### src/rtl/instr_prefetch_unit.sv
// instr_prefetch_unit: run-ahead instruction fetch front end.
// One outstanding imem request, small queue feeding IF/ID.
module instr_prefetch_unit #(
  parameter int              AW       = 10,
  parameter int              DEPTH    = 4,
  parameter logic [AW-1:0]   RESET_PC = '0
) (
  input  logic          clk,
  input  logic          rst,
  output logic          imem_req,
  output logic [AW-1:0] imem_addr,
  input  logic          imem_rvalid,
  input  logic [31:0]   imem_rdata,
  input  logic          redirect_valid,
  input  logic [AW-1:0] redirect_pc,
  input  logic          stall,
  output logic          out_valid,
  output logic [31:0]   out_ir,
  output logic [AW-1:0] out_npc,
  output logic          halted
);

  localparam int PW = $clog2(DEPTH);
  localparam int CW = PW + 1;
  localparam logic [CW-1:0] FULL = CW'(DEPTH);

  typedef enum logic [1:0] {
    IDLE, WAIT, DROP, HALT
  } state_t;

  state_t state, state_nxt;

  logic [31:0]   q_ir  [DEPTH];
  logic [AW-1:0] q_npc [DEPTH];
  logic [PW-1:0] rd_ptr, wr_ptr;
  logic [CW-1:0] count;
  logic [CW-1:0] lim;
  logic [AW-1:0] pc, pc_nxt;
  logic          push, pop, issue, is_hlt;

  assign out_valid = (count != '0);
  assign pop       = out_valid && !stall;
  assign is_hlt    = (imem_rdata[31:26] == 6'b111111);
  assign halted    = (state == HALT);
  assign out_ir    = out_valid ? q_ir[rd_ptr]  : 32'h0;
  assign out_npc   = out_valid ? q_npc[rd_ptr] : '0;

  // the slot freed by a same-cycle pop may be reused by the next fetch
  assign lim = pop ? FULL : FULL - CW'(1);

  // state register
  always_ff @(posedge clk) begin
    if (rst) state <= IDLE;
    else     state <= state_nxt;
  end

  // next-state: redirect wins; a response that meets a redirect is spent
  always_comb begin
    state_nxt = state;
    if (redirect_valid) begin
      if ((state == WAIT || state == DROP) && !imem_rvalid)
        state_nxt = DROP;
      else
        state_nxt = IDLE;
    end else begin
      unique case (state)
        IDLE: if (issue) state_nxt = WAIT;
        WAIT: if (imem_rvalid)
                state_nxt = is_hlt ? HALT : (issue ? WAIT : IDLE);
        DROP: if (imem_rvalid)
                state_nxt = issue ? WAIT : IDLE;
        HALT: state_nxt = HALT;
      endcase
    end
  end

  // outputs: push, fetch decision and next pc
  always_comb begin
    push   = 1'b0;
    issue  = 1'b0;
    pc_nxt = pc;
    if (!redirect_valid) begin
      unique case (state)
        IDLE: issue = (count < FULL);
        WAIT: if (imem_rvalid) begin
                push   = 1'b1;
                pc_nxt = pc + AW'(1);
                issue  = !is_hlt && (count < lim);
              end
        DROP: if (imem_rvalid) issue = (count < FULL);
        HALT: issue = 1'b0;
      endcase
    end
  end

  // pc, request register and queue bookkeeping
  always_ff @(posedge clk) begin
    if (rst) begin
      pc        <= RESET_PC;
      imem_req  <= 1'b0;
      imem_addr <= '0;
      rd_ptr    <= '0;
      wr_ptr    <= '0;
      count     <= '0;
    end else if (redirect_valid) begin
      pc       <= redirect_pc;
      imem_req <= 1'b0;
      rd_ptr   <= '0;
      wr_ptr   <= '0;
      count    <= '0;
    end else begin
      pc       <= pc_nxt;
      imem_req <= issue;
      if (issue) imem_addr <= pc_nxt;
      if (push)  wr_ptr <= wr_ptr + PW'(1);
      if (pop)   rd_ptr <= rd_ptr + PW'(1);
      unique case ({push, pop})
        2'b10:   count <= count + CW'(1);
        2'b01:   count <= count - CW'(1);
        default: count <= count;
      endcase
    end
  end

  // queue storage, written with the word and its successor address
  always_ff @(posedge clk) begin
    if (!rst && push) begin
      q_ir[wr_ptr]  <= imem_rdata;
      q_npc[wr_ptr] <= imem_addr + AW'(1);
    end
  end

endmodule

### config.mk
export PLATFORM = sky130hd
export DESIGN_NAME = instr_prefetch_unit
export DESIGN_NICKNAME = d
export VERILOG_FILES = /design/src/rtl/instr_prefetch_unit.sv
export SDC_FILE = /design/constraint.sdc
export NUM_CORES = 1
export LEC_CHECK = 0
export ABC_AREA = 1
export BUFFER_PORTS_ARGS = -buffer_cell sky130_fd_sc_hd__buf_2
export CORE_MARGIN = 3
export CORE_UTILIZATION = 45
export DETAILED_ROUTE_END_ITERATION = 10
export PLACE_DENSITY = 0.72
export SYNTH_ARGS = -nofsm -noshare
export SYNTH_HDL_FRONTEND = slang
export SYNTH_SLANG_ARGS = --single-unit
### constraint.sdc
create_clock -name clk -period 5.7 [get_ports clk]
set_input_delay 1.14 -clock clk [delete_from_list [all_inputs] [get_ports clk]]
set_output_delay 1.14 -clock clk [all_outputs]
set_load 0.1 [all_outputs]
==> summary.md, run 1 <==
| Metric | Value |
|---|---|
| Cells resized by post-CTS repair | 0 |
| Post-DP HPWL | approximately 11000 µm |
| Max IR drop VDD | about 0.21 mV |
| Hold violation total from the final report | 0 |
| Final clock skew | just under 7 ps |
| First drt pass iteration count | 4 |
| Number of flops mapped to enable cells by yosys | 168 |
| Compound-Gate Fraction of Synth Area | approximately a tenth |
| First-pass GRT wire length | roughly 27000 µm |
| Post-synthesis cell type count | 36 |
| Final ANT Viol Nets | 0 |
| Hold Slack | ~460 ps |
| Initial Utilization | a little under half |
| Crit end category | output port |
| Clock Tree Root | clkbuf_16 |
| Post-synthesis sequential area ratio | between 60% and 70% |
| Fin crit period | between 4000 and 5000 ps |
| CTS Buf Count | 17 |
| Port Buffer Count | about 100 |
| Clk slew on worst S/H paths | 60 ps |
| YS warnings | 0 |
| Post-CTS Hold Buffers | 0 |
| Worst-margin pin slew | 995 ps |
| Clk_lat worst skew | ~430 ps |
| Placed Area | between 9000 and 10000 µm² |
| Outcome | finished clean |
| CTS tree | yes |
| Clock buffer depth | 2 |
| Power per standard cell area | between 300 and 400 nW/µm² |
| Required time of the critical path | roughly 4600 ps |
| CTS sink count | 200 |
| Total grt overflow | 0 |
| Most frequent cells in the layout | 197 x nor2_1, 168 x edfxtp_1, 103 x o21ai_0 |
| Nets | slightly above 900 |
| Final Cycle Share | 70.8% |
| Crit Path Class | register to output port |
| Die Wd | around 140 µm |
| Via Count | between 5000 and 6000 |
| Vias/cell | 5.17 |
| Max-slew violations | 0 |
| Die area | around 20000 µm² |
| Initial antenna violation count | 0 |
| Setup bufs post-CTS | 0 |
| Wirelength per Cell | between 15 and 20 µm |
| DRT iter0 DRCs | about 320 |
| Syn-to-layout area delta | 15.2% |
| Placer Congestion | slightly below 0.8 |
| Leakage | 0.00367 µW |
| Setup TNS | 0 ps |
| Fraction of final layout cells with drive strength greater than 1 | 19.1% |
| Post-Syn Nets | a little over 800 |
| Pin count of the biggest net entering global routing | 85 |
| Fraction of the mapped netlist area in simple logic gates | 13.3% |
| Vias in the first global route | around 5300 |
| Crit path max fanout | 43 |
| DRC | 0 |
| Cells after DPL | about 1100 |
| I/O pin cnt | about 100 |
| Adder-Cell Fraction of Synth Area | around 2.3% |
| Max Cap Violations | 0 |
| Mean Syn Cell Area | ~11 µm² |
| Ys async rst share | 0% |
| Syn Inst Count | 750 |
| Die H | ~140 µm |
| FMAX | about 250 MHz |
| RSZ-0062 raised after global routing | false |
| CP startpoint kind | register |
| Antenna Diode Count | 0 |
| Post-Route WL | 17700 µm |
| Commonest non-fill, non-tap cell in the layout | nor2_1 |
| Final setup violation count | 0 |
| Main combinational cell family by area after synthesis | simple AND/OR/NAND/NOR gates |
| Cell Area, Synth | about 8400 µm² |
| Number of synthesized register bits | 200 |
| Gr usage total | 17.5% |
| Design area | just under 10000 µm² |
| Synth Area in XOR/XNOR | under 10% |
| Core Box Area | around 18000 µm² |
| Row count | approximately 50 |
| Mux share of post-synthesis cell area | less than 1% |
| Min-Delay Path Class | register to register |
| Data arrival time of the critical path | between 2000 and 3000 ps |
| Pwr Total | roughly 3000 µW |
| Finished Layout Cells | approximately 1100 |
| H-tree lvl count | 4 |
| Top_reg_cell synth | edfxtp_1 |
| Max_slew headroom | ~34% |
| Fillcell total | between 1500 and 2000 |
[metal layers]
metal  part of all wire, %  track usage (%)
met1                    43             23.2
met2                    49             28.9
met3                   6.8             4.57
met4                   1.0             4.75
met5                     0                0
[cell type report]
type                    count  area, µm²  share of cell area [%]
clock buffers              21        440                    4.58
clock inverters            10       88.8                   0.923
inverters                  43        161                    1.68
multi-input cells         471       2380                    24.8
flip-flops and latches    200       5690                    59.1
well taps                 229        287                    2.98
repair buffers            110        573                    5.96
[synthesized netlist by cell type, types with 2 or more instances]
| library cell | count | area, µm² |
|---|---|---|
| o21bai_1 | 2 | 15.0 |
| ha_1 | 14 | 175 |
| nor2_1 | 201 | 754 |
| o21ai_0 | 103 | 515 |
| xor2_1 | 12 | 105 |
| nor2_4 | 3 | 33.8 |
| nor3_2 | 2 | 20.0 |
| clkbuf_1 | 25 | 93.8 |
| o21ai_1 | 2 | 10.0 |
| xnor2_1 | 3 | 26.3 |
| clkinv_1 | 2 | 7.51 |
| edfxtp_1 | 168 | 5040 |
| buf_2 | 10 | 50.1 |
| dfxtp_1 | 32 | 641 |
| nand3_1 | 10 | 50.1 |
| nand2_1 | 42 | 158 |
| inv_1 | 39 | 146 |
| a21oi_1 | 60 | 300 |
| inv_2 | 2 | 7.51 |
| nand2_2 | 2 | 12.5 |
[where the power goes]
| part | switching (µW) | internal [µW] |
|---|---|---|
| clock network | 525 | 566 |
| registers | 19.2 | 1620 |
| logic | 221 | 63.1 |
| total | 765 | 2240 |
[through the flow]
step / setup slack, ps / util (%)
final: 1660 / 53.2
after global routing: 1480 / 53.2
after CTS: 1630 / 53.2
after detailed placement: 2100 / 50.3
after global placement: 2190 / 50.3
after floorplan: 1360 / -
[critical path, cell delays in order, from the launching register on]
cell      delay, ps
dfxtp_2         960
clkinv_1        190
buf_4           350
nor2_1          150
o21ai_0          90
a21oi_1         250
buf_2           480
[sequential cells by signal, summed over array words and instances (netlist names), named ones only]
signal and cells:
wr_ptr 2, imem_addr 10, q_ir 128, imem_req 1, count 3, rd_ptr 2, q_npc 40, pc 10
state 2
[final timing paths]
check,from,end,slack [ps],cells after the start
worst max-delay path,register,out_ir[20],1660,6
worst min-delay path,rd_ptr[1]$_SDFFE_PP0P_,register,460,2
worst max register to register,state[1]$_SDFFE_PP0P_,q_npc[1][9]$_DFFE_PP_,3010,7
worst min register to register,rd_ptr[1]$_SDFFE_PP0P_,register,460,2
[kinds of logic (layout without fill, tap and decap cells)]
kind of cell	Yosys count	in the layout
AO/OA/AOI/OAI	171	171
AND/OR/NAND/NOR	268	268
multiplexers	1	1
XOR/XNOR	16	16
adder cells (fa/ha/maj)	15	15
buffers and inverters	79	184
flip-flops	200	200
Power figures use the tool's default switching activity.
==> run 2: changes to the inputs <==
--- a/config.mk
+++ b/config.mk
@@ -10,7 +10,7 @@
 export CORE_MARGIN = 3
 export CORE_UTILIZATION = 45
 export DETAILED_ROUTE_END_ITERATION = 10
-export PLACE_DENSITY = 0.72
+export PLACE_DENSITY = 0.75
 export SYNTH_ARGS = -nofsm -noshare
 export SYNTH_HDL_FRONTEND = slang
 export SYNTH_SLANG_ARGS = --single-unit
==> constraint.sdc (replaced) <==
create_clock -name clk -period 3.66 [get_ports clk]
set_input_delay 0.732 -clock clk [delete_from_list [all_inputs] [get_ports clk]]
set_output_delay 0.732 -clock clk [all_outputs]
set_load 0.1 [all_outputs]
==> run 2 against run 1 <==
Compared with the run above:
- flip-flop and latch count did not move
- setup slack got worse by 1000 ps
- total power rose by 65%
- worst hold slack improved by 31 ps
- final cell count rose by 0.83%
- critical path type unchanged
- largest power group unchanged
==> summary.md, run 2 (synthesis results as in run 1) <==
| Metric | Value |
|---|---|
| Outcome | finished clean |
| Post-CTS Hold Buffers | 0 (unchanged) |
| Commonest non-fill, non-tap cell in the layout | nor2_1 |
| Final ANT Viol Nets | 0 (unchanged) |
| Post-Route WL | 17300 µm (-2.3%) |
| Data arrival time of the critical path | 2270 ps (-630 ps) |
| Via Count | 5624 (+0.37%) |
| Leakage | 0.00389 µW (+6.2%) |
| Gr usage total | 17.3% (-0.27 points) |
| Most frequent cells in the layout | 197 x nor2_1, 168 x edfxtp_1, 103 x o21ai_0 |
| Max-slew violations | 0 (unchanged) |
| Final Cycle Share | around 80% |
| Row count | 49 (unchanged) |
| Setup WS pre-CTS | 1090 ps (-1010 ps) |
| Max IR drop VDD | 0.376 mV (+75%) |
| I/O pin cnt | 102 (unchanged) |
| Worst r2r path cells | 14 (+7) |
| Clk slew on worst S/H paths | 70 ps (about the same) |
| FF-to-FF setup slack | 1240 ps (-1770 ps) |
| Die Wd | 142 µm (unchanged) |
| Max reg flops | 128 (unchanged) |
| Final clock skew | 10.6 ps (+3.74 ps) |
| Die area | 20200 µm² (unchanged) |
| DRC | 0 (unchanged) |
| Clk_lat worst skew | 430 ps (about the same) |
| Hold violation total from the final report | 0 (unchanged) |
| CTS sink count | 200 (unchanged) |
| Placer Congestion | 0.841 (+7.2%) |
| Crit path max fanout | 46 (+7.0%) |
| CTS Buf Count | 17 (unchanged) |
| Final setup violation count | 0 (unchanged) |
| Clock Tree Root | clkbuf_16 |
| Core Box Area | 18100 µm² (unchanged) |
| Register bank with the most flops | q_ir |
| Clock buffer depth | 2 (unchanged) |
| DRT iter0 DRCs | 392 (+24%) |
| Total grt overflow | 0 (unchanged) |
| Pin count of the biggest net entering global routing | 53 (-38%) |
| RSZ-0062 raised after global routing | false |
| Setup TNS | 0 ps (unchanged) |
| Final WS setup | 657 ps (-1010 ps) |
| Vias/cell | 5.15 (-0.45%) |
| Fin crit period | approximately 3000 ps |
| Power per standard cell area | 472 nW/µm² (+51%) |
| Initial antenna violation count | 1 (+1) |
| Nets | 912 (+0.77%) |
| Cells resized by post-CTS repair | 0 (unchanged) |
| Vias in the first global route | 5366 (+2.0%) |
| Port Buffer Count | 101 (unchanged) |
| CTS tree | yes |
| Worst-margin pin slew | 619 ps (-376 ps) |
| Hold depth | 2 (unchanged) |
| Setup bufs post-CTS | 0 (unchanged) |
| Syn-to-layout area delta | 25.7% |
| Required time of the critical path | 2930 ps (-1630 ps) |
| Wirelength per Cell | 15.8 µm (-3.1%) |
| Initial Utilization | 46.2% (unchanged) |
| Biggest regs | q_ir x128, q_npc x40 |
| Die H | 142 µm (unchanged) |
| Min-Delay Path Class | register to register |
| Crit end category | output port |
| First-pass GRT wire length | 27200 µm (about the same) |
| FMAX | 333 MHz |
| Crit Path Class | register to output port |
| H-tree lvl count | 4 (unchanged) |
| Max_slew headroom | 58.7% (+25 points) |
| First drt pass iteration count | 4 (unchanged) |
| Max Cap Violations | 0 (unchanged) |
| CP startpoint kind | register |
| Post-DP HPWL | 11000 µm (+1.6%) |
| Fraction of final layout cells with drive strength greater than 1 | 20.2% (+1.1 points) |
run 2: changes by cell type in the layout (fill, tap and decap cells not counted), sizes merged, moves of 3 or more:
cell / change
clkbuf: -4
bufinv: +3
clkinvlp: -3
clkinv: +4
buf: +7
run 2: area by class of cell:
class | instances | area (µm²)
clock buffer | 17 | 425
inverter | 43 | 161
antenna | 1 | 2.50
multi-input combinational | 471 | 2380
clock inverter | 15 | 210
fill | 1421 | 7590
timing repair buffer | 117 | 1340
tap | 229 | 287
sequential | 200 | 5690
run 2: final timing paths:
path / startpoint / end
max: register / out_ir[31]
max reg2reg: count[2]$_SDFFE_PP0P_ / imem_addr[3]$_SDFFE_PP0P_
min: rd_ptr[1]$_SDFFE_PP0P_ / register
min reg2reg: rd_ptr[1]$_SDFFE_PP0P_ / register
run 2: routing by layer:
layer	share of wire, %	vias to the layer above	GRT usage (%)
li1	-	2773	-
met1	44	2649	23.8
met2	47	184	27.3
met3	7.6	16	4.74
met4	1.0	2	4.49
met5	0.064	-	0
run 2: power breakdown:
part	internal (µW)	switching (µW)
registers	2520	30.8
clock network	1110	843
logic	120	345
run 2: per-stage QoR:
step | cell area, µm² | total power (µW) | instances | hold slack, ps | utilization [%]
after floorplan | 8360 | 2920 | 750 | 436 | -
after global placement | 9860 | 3050 | 1060 | 479 | 54.5
after detailed placement | 9860 | 3060 | 1060 | 482 | 54.5
after CTS | 10500 | 4990 | 1092 | 500 | 58.0
after global routing | 10500 | 5130 | 1092 | 498 | 58.0
final | 10500 | 4960 | 1093 | 495 | 58.1
run 2: critical path, cell delays in order (launching register included):
cell and delay (ps):
dfxtp_2 330, inv_2 450, buf_12 290, o21ai_0 150
a21oi_1 370, buf_12 230
==> run 3: changes to the inputs <==
--- a/config.mk
+++ b/config.mk
@@ -5,12 +5,12 @@
 export SDC_FILE = /design/constraint.sdc
 export NUM_CORES = 1
 export LEC_CHECK = 0
-export ABC_AREA = 1
+export ABC_AREA = 0
 export BUFFER_PORTS_ARGS = -buffer_cell sky130_fd_sc_hd__buf_2
 export CORE_MARGIN = 3
 export CORE_UTILIZATION = 45
 export DETAILED_ROUTE_END_ITERATION = 10
-export PLACE_DENSITY = 0.75
+export PLACE_DENSITY = 0.72
 export SYNTH_ARGS = -nofsm -noshare
 export SYNTH_HDL_FRONTEND = slang
 export SYNTH_SLANG_ARGS = --single-unit
==> constraint.sdc (replaced) <==
create_clock -name clk -period 2.8 [get_ports clk]
set_input_delay 0.56 -clock clk [delete_from_list [all_inputs] [get_ports clk]]
set_output_delay 0.56 -clock clk [all_outputs]
set_load 0.1 [all_outputs]
==> run 3 against run 2 <==
Compared with the run above:
- cell area fell by 6.4%
- clock skew fell by 1.2 ps
- clock power rose by 19%
- area after synthesis fell by 1.4%
- via count fell by 20%
==> summary.md, run 3 <==
| Metric | Value |
|---|---|
| Clock Tree Root | clkbuf_16 |
| First-pass GRT wire length | 24700 µm (-9.3%) |
| Biggest regs | q_ir x128, q_npc x40 |
| Wirelength per Cell | 18.7 µm (+19%) |
| Die Wd | 141 µm (-0.66%) |
| FMAX | about 380 MHz |
| Finished Layout Cells | 839 (-23%) |
| Setup WS pre-CTS | 354 ps (-740 ps) |
| Min-Delay Path Class | input port to register |
| Row count | 48 (-2.0%) |
| Register bank with the most flops | q_ir |
| Power per standard cell area | 620 nW/µm² (+31%) |
| Number of synthesized register bits | 200 (unchanged) |
| Post-DP HPWL | 9960 µm (-9.8%) |
| H-tree lvl count | 4 (unchanged) |
| Share of the synthesized area in the top cell type | 61.2% (+0.84 points) |
| Post-Route WL | 15700 µm (-8.8%) |
| Crit end category | output port |
| Setup TNS | 0 ps (unchanged) |
| Register area | 5690 µm² (about the same) |
| Max Cap Violations | 0 (unchanged) |
| YS warnings | 0 (unchanged) |
| Max IR drop VDD | 0.446 mV (+19%) |
| Pwr Total | 6100 µW (+23%) |
| Pin count of the biggest net entering global routing | 44 (-17%) |
| Post-synthesis cell type with the largest combined area | edfxtp_1 |
| Clk_lat worst skew | 430 ps (about the same) |
| CTS Buf Count | 17 (unchanged) |
| Placer Congestion | 0.903 (+7.4%) |
| Total grt overflow | 0 (unchanged) |
| Outcome | finished clean |
| Design area | 9830 µm² (-6.4%) |
| Crit path max fanout | 21 (-54%) |
| CP startpoint kind | register |
| Clk slew on worst S/H paths | 70 ps (about the same) |
| Data arrival time of the critical path | 2070 ps (-200 ps) |
| Syn-to-layout area delta | 19.3% |
| Initial Utilization | 46.8% (+0.63 points) |
| First drt pass iteration count | 4 (unchanged) |
| Syn Inst Count | 490 (-35%) |
| Dominant cells by area after synthesis | edfxtp_1 61%, mux4_2 11%, dfxtp_1 7.8%, nor2b_1 3.2%, ha_1 2.1% |
| Mean Syn Cell Area | 16.8 µm² (+51%) |
| Required time of the critical path | 2240 ps (-690 ps) |
| Fraction of final layout cells with drive strength greater than 1 | 41.5% (+21 points) |
| Via Count | 4525 (-20%) |
| Fillcell total | 1373 (-3.4%) |
| Nets | 663 (-27%) |
| Leakage | 0.00340 µW (-13%) |
| Commonest cells in the synthesized netlist | 168 x edfxtp_1, 42 x mux4_2, 42 x nor2b_1 |
| Final setup violation count | 0 (unchanged) |
| Ys async rst share | 0% (unchanged) |
| Commonest non-fill, non-tap cell in the layout | edfxtp_1 |
| Die area | 20000 µm² (-1.3%) |
| I/O pin cnt | 102 (unchanged) |
| Cell Area, Synth | 8240 µm² (-1.4%) |
| Top_reg_cell synth | edfxtp_1 |
| CTS tree | yes |
| Final WS setup | 166 ps (-491 ps) |
| Count leader, synth | edfxtp_1 |
| Gr usage total | 16.2% (-1.1 points) |
| Most frequent cells in the layout | 168 x edfxtp_1, 101 x buf_2, 42 x mux4_2 |
| Cells after DPL | 806 (-24%) |
| Final Cycle Share | a little over nine tenths |
| Die H | 141 µm (-0.66%) |
| Vias in the first global route | 4662 (-13%) |
| Max reg flops | 128 (unchanged) |
| Final clock skew | 9.37 ps (-1.20 ps) |
| Post-synthesis sequential area ratio | 69.0% (+0.95 points) |
| Hold violation total from the final report | 0 (unchanged) |
| Post-Syn Nets | 552 (-32%) |
| Post-CTS Hold Buffers | 0 (unchanged) |
| Placed Area | 9230 µm² (-6.4%) |
| Clock buffer depth | 2 (unchanged) |
| Max-slew violations | 0 (unchanged) |
| CTS sink count | 200 (unchanged) |
| Post-synthesis cell type count | 44 (+22%) |
| Core Box Area | 17600 µm² (-2.7%) |
| RSZ-0062 raised after global routing | false |
| Fin crit period | 2630 ps |
| Multi-input logic area | 2490 µm² (+4.4%) |
| DRT iter0 DRCs | 314 (-20%) |
| Final ANT Viol Nets | 0 (unchanged) |
| Vias/cell | 5.39 (+4.8%) |
| Number of flops mapped to enable cells by yosys | 168 (unchanged) |
| Worst-margin pin slew | 523 ps (-96.0 ps) |
| Max_slew headroom | 65.2% (+6.5 points) |
| Initial antenna violation count | 1 (unchanged) |
| Port Buffer Count | 101 (unchanged) |
| DRC | 0 (unchanged) |
| Antenna Diode Count | 0 (-1) |
| Crit Path Class | register to output port |
run 3: changes by cell type in the layout (fill, tap and decap cells not counted), sizes merged, moves of 20 or more:
cell / delta
nor2: -167
inv: -20
nor2b: +42
nand2: -33
a21oi: -58
mux4: +42
o21ai: -101
run 3: where the power goes:
| part | internal [µW] | switching, µW | leakage (µW) |
|---|---|---|---|
| Clock | 1250 | 1080 | 0.000286 |
| Combinational | 128 | 344 | 0.00134 |
| Sequential | 3270 | 31.9 | 0.00178 |
run 3: cells by family (layout without fill, tap and decap cells):
family | count (synthesis) | count (layout) | share of synthesized area (%)
xor gates and xnor gates | 22 | 22 | 2.34
and+or+nand+nor | 137 | 137 | 8.88
AOI/OAI and AO/OA | 29 | 29 | 3.52
DFF | 200 | 200 | 69.0
muxes | 44 | 44 | 11.7
buffers and inverters | 43 | 167 | 2.14
adders and majority gates | 15 | 15 | 2.37
run 3: stage by stage:
stage | hold WS [ps] | utilization (%)
after global placement | 484 | 52.5
after detailed placement | 503 | 52.5
after global routing | 325 | 55.9
after floorplan | 469 | -
final | 342 | 55.9
after CTS | 323 | 55.7
run 3: final cells by class:
cell class | count | area share [%]
multi-input combinational | 247 | 25.3
clock inverter | 15 | 1.45
tap | 225 | 2.86
timing repair buffer | 113 | 7.33
clock buffer | 17 | 4.33
inverter | 22 | 0.840
sequential | 200 | 57.9
run 3: timing repair:
action                     in CTS  in global routing
setup endpoints to repair       0                  6
buffers inserted                0                  0
gates resized for setup         0                  1
run 3: path summary, 6_finish.rpt:
kind | start | to | slack [ps] | cells past startpoint
max | register | out_ir[26] | 170 | 4
min | imem_rdata[1] | q_ir[1][1]$_DFFE_PP_ | 340 | 1
max reg2reg | state[1]$_SDFFE_PP0P_ | count[2]$_SDFFE_PP0P_ | 350 | 10
min reg2reg | wr_ptr[1]$_SDFFE_PP0P_ | wr_ptr[1]$_SDFFE_PP0P_ | 500 | 2
run 3: per-layer routing:
layer / vias up / track usage, % / routed length (µm)
li1: 2102 / - / -
met1: 2274 / 20.7 / 6560
met2: 127 / 27.6 / 8030
met3: 20 / 4.11 / 917
met4: 2 / 4.54 / 207
met5: - / 0 / 13
run 3: worst max-delay path: stages (launching register included):
cell,delay (ps)
dfxtp_4,400
clkbuf_16,250
mux4_2,530
nor2b_2,160
buf_2,300
